File: src/rtl/router_pkg.sv
// Shared types and address constants for the router control FSM.
package router_pkg;

  typedef enum logic [2:0] {
    DECODE_ADDRESS     = 3'd0,
    LOAD_FIRST_DATA    = 3'd1,
    LOAD_DATA          = 3'd2,
    FIFO_FULL_STATE    = 3'd3,
    LOAD_AFTER_FULL    = 3'd4,
    LOAD_PARITY        = 3'd5,
    CHECK_PARITY_ERROR = 3'd6,
    WAIT_TILL_EMPTY    = 3'd7
  } state_e;

  localparam logic [1:0] R0 = 2'b00;
  localparam logic [1:0] R1 = 2'b01;
  localparam logic [1:0] R2 = 2'b10;

  // Address 3 selects nothing, so it reads as 0.
  function automatic logic pick3(
    input logic [1:0] a,
    input logic [2:0] v
  );
    logic r;
    r = 1'b0;
    case (a)
      R0:      r = v[0];
      R1:      r = v[1];
      R2:      r = v[2];
      default: r = 1'b0;
    endcase
    return r;
  endfunction

endpackage

File: src/rtl/router_ctrl_port_sel.sv
// Destination address latch and per-port flag selection.
module router_ctrl_port_sel
  import router_pkg::*;
(
  input  logic       clock,
  input  logic       resetn,
  input  logic       latch_en,
  input  logic [1:0] data_in,
  input  logic       fifo_empty_0,
  input  logic       fifo_empty_1,
  input  logic       fifo_empty_2,
  input  logic       soft_reset_0,
  input  logic       soft_reset_1,
  input  logic       soft_reset_2,
  output logic [1:0] addr_q,
  output logic       addr_ok,
  output logic       empty_in,
  output logic       empty_addr,
  output logic       srst_addr
);

  logic [1:0] addr_d;
  logic [2:0] empties;
  logic [2:0] srsts;

  assign empties = {fifo_empty_2, fifo_empty_1, fifo_empty_0};
  assign srsts   = {soft_reset_2, soft_reset_1, soft_reset_0};

  always_comb begin
    addr_d = addr_q;
    if (latch_en) addr_d = data_in;
  end

  always_ff @(posedge clock) begin
    if (!resetn) addr_q <= R0;
    else         addr_q <= addr_d;
  end

  assign addr_ok    = (data_in != 2'b11);
  assign empty_in   = pick3(data_in, empties);
  assign empty_addr = pick3(addr_q, empties);
  assign srst_addr  = pick3(addr_q, srsts);

endmodule

File: src/rtl/router_ctrl_fsm.sv
// Router packet-control Moore FSM.
// Optional completed-packet counter: define ROUTER_CTRL_PKT_COUNT_EN.
module router_ctrl_fsm
  import router_pkg::*;
#(
  parameter int CNT_W = 8
) (
  input  logic             clock,
  input  logic             resetn,
  input  logic             pkt_valid,
  input  logic [1:0]       data_in,
  input  logic             fifo_full,
  input  logic             fifo_empty_0,
  input  logic             fifo_empty_1,
  input  logic             fifo_empty_2,
  input  logic             soft_reset_0,
  input  logic             soft_reset_1,
  input  logic             soft_reset_2,
  input  logic             parity_done,
  input  logic             low_pkt_valid,
  output logic             detect_add,
  output logic             lfd_state,
  output logic             ld_state,
  output logic             laf_state,
  output logic             full_state,
  output logic             rst_int_reg,
  output logic             write_enb_reg,
  output logic             busy,
  output logic [CNT_W-1:0] pkt_count
);

  state_e     state_q;
  state_e     state_d;
  logic [1:0] addr_q;
  logic       addr_ok;
  logic       empty_in;
  logic       empty_addr;
  logic       srst_addr;
  logic       latch_en;

  assign latch_en = (state_q == DECODE_ADDRESS) && pkt_valid;

  router_ctrl_port_sel u_sel (
    .clock        (clock),
    .resetn       (resetn),
    .latch_en     (latch_en),
    .data_in      (data_in),
    .fifo_empty_0 (fifo_empty_0),
    .fifo_empty_1 (fifo_empty_1),
    .fifo_empty_2 (fifo_empty_2),
    .soft_reset_0 (soft_reset_0),
    .soft_reset_1 (soft_reset_1),
    .soft_reset_2 (soft_reset_2),
    .addr_q       (addr_q),
    .addr_ok      (addr_ok),
    .empty_in     (empty_in),
    .empty_addr   (empty_addr),
    .srst_addr    (srst_addr)
  );

  always_comb begin
    state_d = state_q;
    unique case (state_q)
      DECODE_ADDRESS: begin
        if (pkt_valid && addr_ok)
          state_d = empty_in ? LOAD_FIRST_DATA
                             : WAIT_TILL_EMPTY;
      end
      LOAD_FIRST_DATA: state_d = LOAD_DATA;
      LOAD_DATA: begin
        if (fifo_full)       state_d = FIFO_FULL_STATE;
        else if (!pkt_valid) state_d = LOAD_PARITY;
      end
      FIFO_FULL_STATE: begin
        if (!fifo_full) state_d = LOAD_AFTER_FULL;
      end
      LOAD_AFTER_FULL: begin
        if (parity_done)        state_d = DECODE_ADDRESS;
        else if (low_pkt_valid) state_d = LOAD_PARITY;
        else                    state_d = LOAD_DATA;
      end
      LOAD_PARITY: state_d = CHECK_PARITY_ERROR;
      CHECK_PARITY_ERROR: begin
        state_d = fifo_full ? FIFO_FULL_STATE
                            : DECODE_ADDRESS;
      end
      WAIT_TILL_EMPTY: begin
        if (empty_addr) state_d = LOAD_FIRST_DATA;
      end
      default: state_d = DECODE_ADDRESS;
    endcase
    // Addressed port's read timeout aborts the packet.
    if (state_q != DECODE_ADDRESS && srst_addr)
      state_d = DECODE_ADDRESS;
  end

  always_ff @(posedge clock) begin
    if (!resetn) state_q <= DECODE_ADDRESS;
    else         state_q <= state_d;
  end

  assign detect_add  = (state_q == DECODE_ADDRESS);
  assign lfd_state   = (state_q == LOAD_FIRST_DATA);
  assign ld_state    = (state_q == LOAD_DATA);
  assign laf_state   = (state_q == LOAD_AFTER_FULL);
  assign full_state  = (state_q == FIFO_FULL_STATE);
  assign rst_int_reg = (state_q == CHECK_PARITY_ERROR);

  assign write_enb_reg = (state_q == LOAD_DATA)
                       | (state_q == LOAD_PARITY)
                       | (state_q == LOAD_AFTER_FULL);

  assign busy = (state_q != DECODE_ADDRESS)
             && (state_q != LOAD_DATA);

`ifdef ROUTER_CTRL_PKT_COUNT_EN
  logic [CNT_W-1:0] cnt_q;
  logic [CNT_W-1:0] cnt_d;
  logic             pkt_done;

  always_comb begin
    pkt_done = 1'b0;
    if (!srst_addr) begin
      if (state_q == CHECK_PARITY_ERROR && !fifo_full)
        pkt_done = 1'b1;
      if (state_q == LOAD_AFTER_FULL && parity_done)
        pkt_done = 1'b1;
    end
    cnt_d = cnt_q;
    if (pkt_done)
      cnt_d = cnt_q + {{(CNT_W-1){1'b0}}, 1'b1};
  end

  always_ff @(posedge clock) begin
    if (!resetn) cnt_q <= '0;
    else         cnt_q <= cnt_d;
  end

  assign pkt_count = cnt_q;
`else
  assign pkt_count = '0;
`endif

endmodule

File: config.mk
export PLATFORM = sky130hd
export DESIGN_NAME = router_ctrl_fsm
export DESIGN_NICKNAME = d
export VERILOG_FILES = /design/src/rtl/router_pkg.sv /design/src/rtl/router_ctrl_port_sel.sv /design/src/rtl/router_ctrl_fsm.sv
export SDC_FILE = /design/constraint.sdc
export NUM_CORES = 1
export LEC_CHECK = 0
export CORE_MARGIN = 4
export CORE_UTILIZATION = 32
export CTS_CLUSTER_DIAMETER = 120
export DETAILED_ROUTE_END_ITERATION = 8
export GPL_TIMING_DRIVEN = 0
export PLACE_DENSITY = 0.73
export SLEW_MARGIN = 20
export SYNTH_ARGS = -nofsm -noshare
export SYNTH_HDL_FRONTEND = slang
export SYNTH_SLANG_ARGS = --single-unit
File: constraint.sdc
create_clock -name clock -period 1.3 [get_ports clock]
set_input_delay 0.26 -clock clock [delete_from_list [all_inputs] [get_ports clock]]
set_output_delay 0.26 -clock clock [all_outputs]
set_load 0.01 [all_outputs]
After elaboration in Yosys (flattened, before gate mapping)

Cells that the tools add are included.
Widths: inputs -> output; s select.

Eq/ne operators: 17
Reductions and logical operators: 10
Muxes and demuxes: 13
Bitwise logic cells: 3

Operator list:

| operator           | number |
|---|---|
| $mux 3             | 8 |
| $pmux 3 s8         | 1 |
| $eq 3x3->1 const B | 4 |
| $pmux 1 s3         | 3 |
| $eq 3x2->1 const B | 2 |
| $ne 2x2->1 const B | 3 |
| $eq 2x1->1 const B | 2 |
| $eq 2x2->1 const B | 2 |
| $logic_and 1x1->1  | 4 |
| $logic_not 2->1    | 2 |
| $reduce_and 4->1   | 1 |
| $eq 3x1->1 const B | 1 |
| $logic_not 3->1    | 1 |
| $ne 3x2->1 const B | 1 |
| $ne 3x3->1 const B | 1 |
| $reduce_bool 3->1  | 1 |
| $mux 2             | 1 |
| $ne 2x1->1 const B | 1 |
| $or 1x1->1         | 2 |
| $reduce_or 2->1    | 1 |
| $not 1->1          | 1 |

Bits in registers: 5

Depth between registers and ports, before layout

Depth after elaboration: 5
Depth in mapped cells: 5
Depth with buffers taken out: 5

Modules after synthesis

Synthesis repeated with hierarchy kept, for this count alone.

Cell total of the unflattened synthesis: 70
Area total of the unflattened synthesis: 554.3 um^2

By module, submodules not included:

| module               | instances | cells each | area each (um^2) | sequential area each (um^2) |
|---|---|---|---|---|
| router_ctrl_fsm      | 1         | 55         | 411.6            | 60.1 |
| router_ctrl_port_sel | 1         | 15         | 142.6            | 40.0 |

Least setup slack after synthesis

No wires, ideal clock.

Path kind: reg-to-reg
From: register state_q[0]
To: register state_q[0]
Path slack: 0.053 ns
Stages on the path, launching flop included: 5
Library setup time: 0.116 ns
Path buffers: 0
Data arrival time: 1.132 ns
Cells stage by stage: dfxtp_1 or3_4 a21oi_1 o2bb2ai_1 and3_1

Cells in the longest elaborated chain, start to end: 3
Elaborated cells on any way between the ends: 17
Those cells by class: 11 x eq/ne; 1 x mux; 5 x reduce/logical

RTL lines:

| element                                                       | line                  | RTL |
|---|---|---|
| start: declaration                                            | router_ctrl_fsm.sv:32 | `state_e state_q;` |
| start signal: assignment                                      | router_ctrl_fsm.sv:99 | `else state_q <= state_d;` |
| $eq 3x2->1 (tied with other cells)                            | router_ctrl_fsm.sv:63 | `unique case (state_q)` |
| $ne 3x3->1 (no line) (tied with other cells)                  | --                    |  |
| $reduce_and 4->1 (no line) or $reduce_or 2->1 (tied branches) | --                    |  |

Several ways; a longest one is shown, not always the timed one.
A chain may end at the register's enable or synchronous reset.

Worst setup path after layout

From: register state_q[0]
To: output busy

Cells in the longest elaborated chain, start to end: 2
Elaborated cells on any way between the ends: 3
Those cells by class: 1 x eq/ne; 2 x reduce/logical

RTL lines:

| element                                         | line                                           | RTL |
|---|---|---|
| $ne 3x2->1 or $reduce_bool 3->1 (tied branches) | router_ctrl_fsm.sv:114, router_ctrl_fsm.sv:113 |  |
| $logic_and 1x1->1 (*)                           | router_ctrl_fsm.sv:114                         | `&& (state_q != LOAD_DATA);` |
| end: declaration                                | router_ctrl_fsm.sv:28                          | `output logic busy,` |

Every way passes the cells marked *; elsewhere a longest branch is shown, timed or not.

==> results.toml <==
[status]
status = "complete, but fails checks"
violations = "negative setup slack"

[yosys]
synthTopCellsByCount = "buf_4, a21oi_1, nand2_1"
syn_area_sq_um = 495
synth-seq-area-share_pct = 20.2
async_flop_share_pct = 0
synth_cell_type_count = 30
synth_ff_type = "dfxtp_1"
netlist_top_cells_area = "dfxtp_1, buf_4, a21oi_1, mux2i_1, nand2_1"
yosys_register_bits = 5
synth.top_cell.area_share_pct = 20.2
synth.most_common_cell = "buf_4"
synth_edf_count = 0
avgSynthCellArea_sq_um = 7.18
synthCells = 69
synth_top_area_cell = "dfxtp_1"
synth-warning-count = 0

[placement]
hpwl_mm = 1.12
io_buffers = 21
dp_cells = 112
gp_congestion = 0.760

[clock_tree]
cts_max_level = 1
cts-buffers-inserted = 3
clk_pin_slew_worst_paths_ps = 50
cts_tree = "done"
clk_latency_ps = 240
clockBufferDepth = 2
cts_root_buf = "clkbuf_4"
ctsHoldBuffers = 0
cts_sinks = 5

[critical_path]
critPathMaxStageDelay_ps = 350
path_class = "reg2out"
worst-r2r-cell-count = 5
cp_top_family = "buffers and inverters"
cp_max_fo = 5
r2r_slack_ps = -120
cp_slowest_cell = "dfxtp_4"
timing.rr.end = "state_q[0]"
required_ps = 1040
worstPathArrival_ps = 1170
worstSetupEndpointType = "primary output"
crit_chain = "buf_4, buf_6, or2_4, buf_6"
cp-start-kind = "register"
reg2reg_from = "state_q[0]"
path_buf_inv = 3
cpMostUsedCell = "buf_6"

[global_route]
grt_pass1_vias = 572
antenna_found_initial = 0
globalRoute.totalOverflow = 0
grt_first_pass_wirelength_mm = 2.53
grt_use_total_pct = 15.6
grt_max_degree = 8

[drt]
wl_met1_um = 708
dr_wl_met2_um = 960
wl_per_cell_um = 15.0
via_count = 649
first_pass_iters = 4
dr_wl_met3_um = 178
route.detailed.drc = 0
top_layer_used = "met4"
wl_mm = 1.86
detail-route-antenna-nets = 0
via_per_inst = 5.23
drtIter0Drc = 31

[final_layout]
fin_cells = 124
drive_above_1_share_pct = 43.1
diodes = 0
nets = 124
area_growth_pct = 80.3

[timing]
period_share_pct = 110
min_period_ps = 1430
slew_viol_final = 0
max_freq_mhz = 698
final-setup-viol-count = 11
whs_ps = 401
hold_violations = 0
grt_setup_unrepaired = "yes"
setup_ws_ps = -133
final.setup_skew_ps = 6.47

[floorplan]
die-area_sq_mm = 0.00224
core_sq_mm = 0.00138
die_w_um = 47.4
rows = 13
initial_core_util_pct = 35.8
io_pins = 30
fp.dieH_um = 47.4

[power_and_ir_drop]
pwr-share-comb_pct = 74.6
cellPowerDensity_mw_per_mm2 = 2260
cell_internal_pwr_mw = 1.13
ir_drop_uv = 1100
p_sw_share_pct = 43.9
total_power_mw = 2.02
p_leak_nw = 0.431
p_seq_share_pct = 16.7
clkPwrFrac_pct = 8.6
switching_power_mw = 0.887

[hold_path]
min_from = "data_in[1]"
hold_depth = 3
hold_path_class = "in2reg"
whs_endpoint = "u_sel.addr_q[1]"

[flow_run]
drv_cap = 0
-- metrics by stage --
stage / setup TNS (ps) / utilization (%) / setup slack [ps] / instance area, sq um
4_1_cts: -540 / 61.5 / -124 / 851
3_3_place_gp: -3260 / 54.3 / -422 / 751
6_report: -829 / 64.6 / -133 / 893
2_1_floorplan: 0 / - / 52.8 / 522
3_5_place_dp: -3210 / 54.3 / -417 / 751
5_1_grt: -1270 / 64.6 / -180 / 893
-- final cells by class --
class | count | area, sq um
multi-input combinational | 57 | 389
sequential | 5 | 111
clock inverter | 1 | 5.00
inverter | 5 | 21.3
buffer | 9 | 71.3
tap | 15 | 18.8
timing repair buffer | 29 | 254
fill | 124 | 489
clock buffer | 3 | 22.5
-- routing by layer --
layer  vias to the layer above  GRT usage (%)
met5                         -              0
met4                         0           7.73
met3                         4           2.30
met2                        30           26.7
met1                       299           18.7
li1                        316              -
-- state kept, by name, summed over array words and instances, names as in the netlist --
signal and cells:
state_q 3, u_sel.addr_q 2
-- tightest hold or removal path, delay by kind of cell --
family,cells,cell delay [ps]
buffers and inverters,1,180
AOI/OAI and AO/OA,1,60
and+or+nand+nor,1,90
-- logic make-up after synthesis --
| group | after synthesis | synth area share, % |
|---|---|---|
| buffers and inverters | 14 | 16.9 |
| other | 1 | 0.757 |
| muxes | 3 | 6.06 |
| AOI/OAI and AO/OA | 19 | 25.8 |
| and+or+nand+nor | 27 | 30.3 |
| DFF | 5 | 20.2 |
-- what timing repair did --
item	CTS	global route
pin swaps	4	7
gates resized for setup	53	11
setup buffers	6	1
endpoints found under the setup margin	11	13
cloned	1	0
-- worst max path at each step --
stage	startpoint	depth (start not counted)	slack (ps)	to
floorplan	state_q[0]	4	50	state_q[0]
global placement	pkt_valid	5	-420	state_q[0]
detailed placement	pkt_valid	5	-420	state_q[0]
CTS	state_q[1]	3	-120	detect_add
global route	state_q[0]	5	-180	state_q[0]
finish	state_q[0]	4	-130	busy
-- power by group through the flow --
stage	clock (mW)	combinational, mW	sequential, mW
after detailed placement	0	1.02	0.308
after floorplan	0	0.611	0.283
final	0.175	1.51	0.339
after CTS	0.183	1.29	0.329
after global routing	0.189	1.62	0.342
after global placement	0	0.991	0.310
-- cells in the final DEF, fill, tap and decap left out, types with 2 or more instances in the layout --
master,n
a21oi_1,4
and3_1,2
buf_2,6
buf_4,13
buf_6,6
clkbuf_4,3
clkdlybuf4s50_1,10
conb_1,8
dfxtp_1,2
dfxtp_4,3
dlygate4sd2_1,2
inv_1,2
inv_2,2
mux2i_1,3
nand2_1,3
nand2_2,3
nand3b_1,2
nor2_1,5
nor3_1,2
o21ai_0,2
o311a_1,2
(Power assumes the default switching activity.)
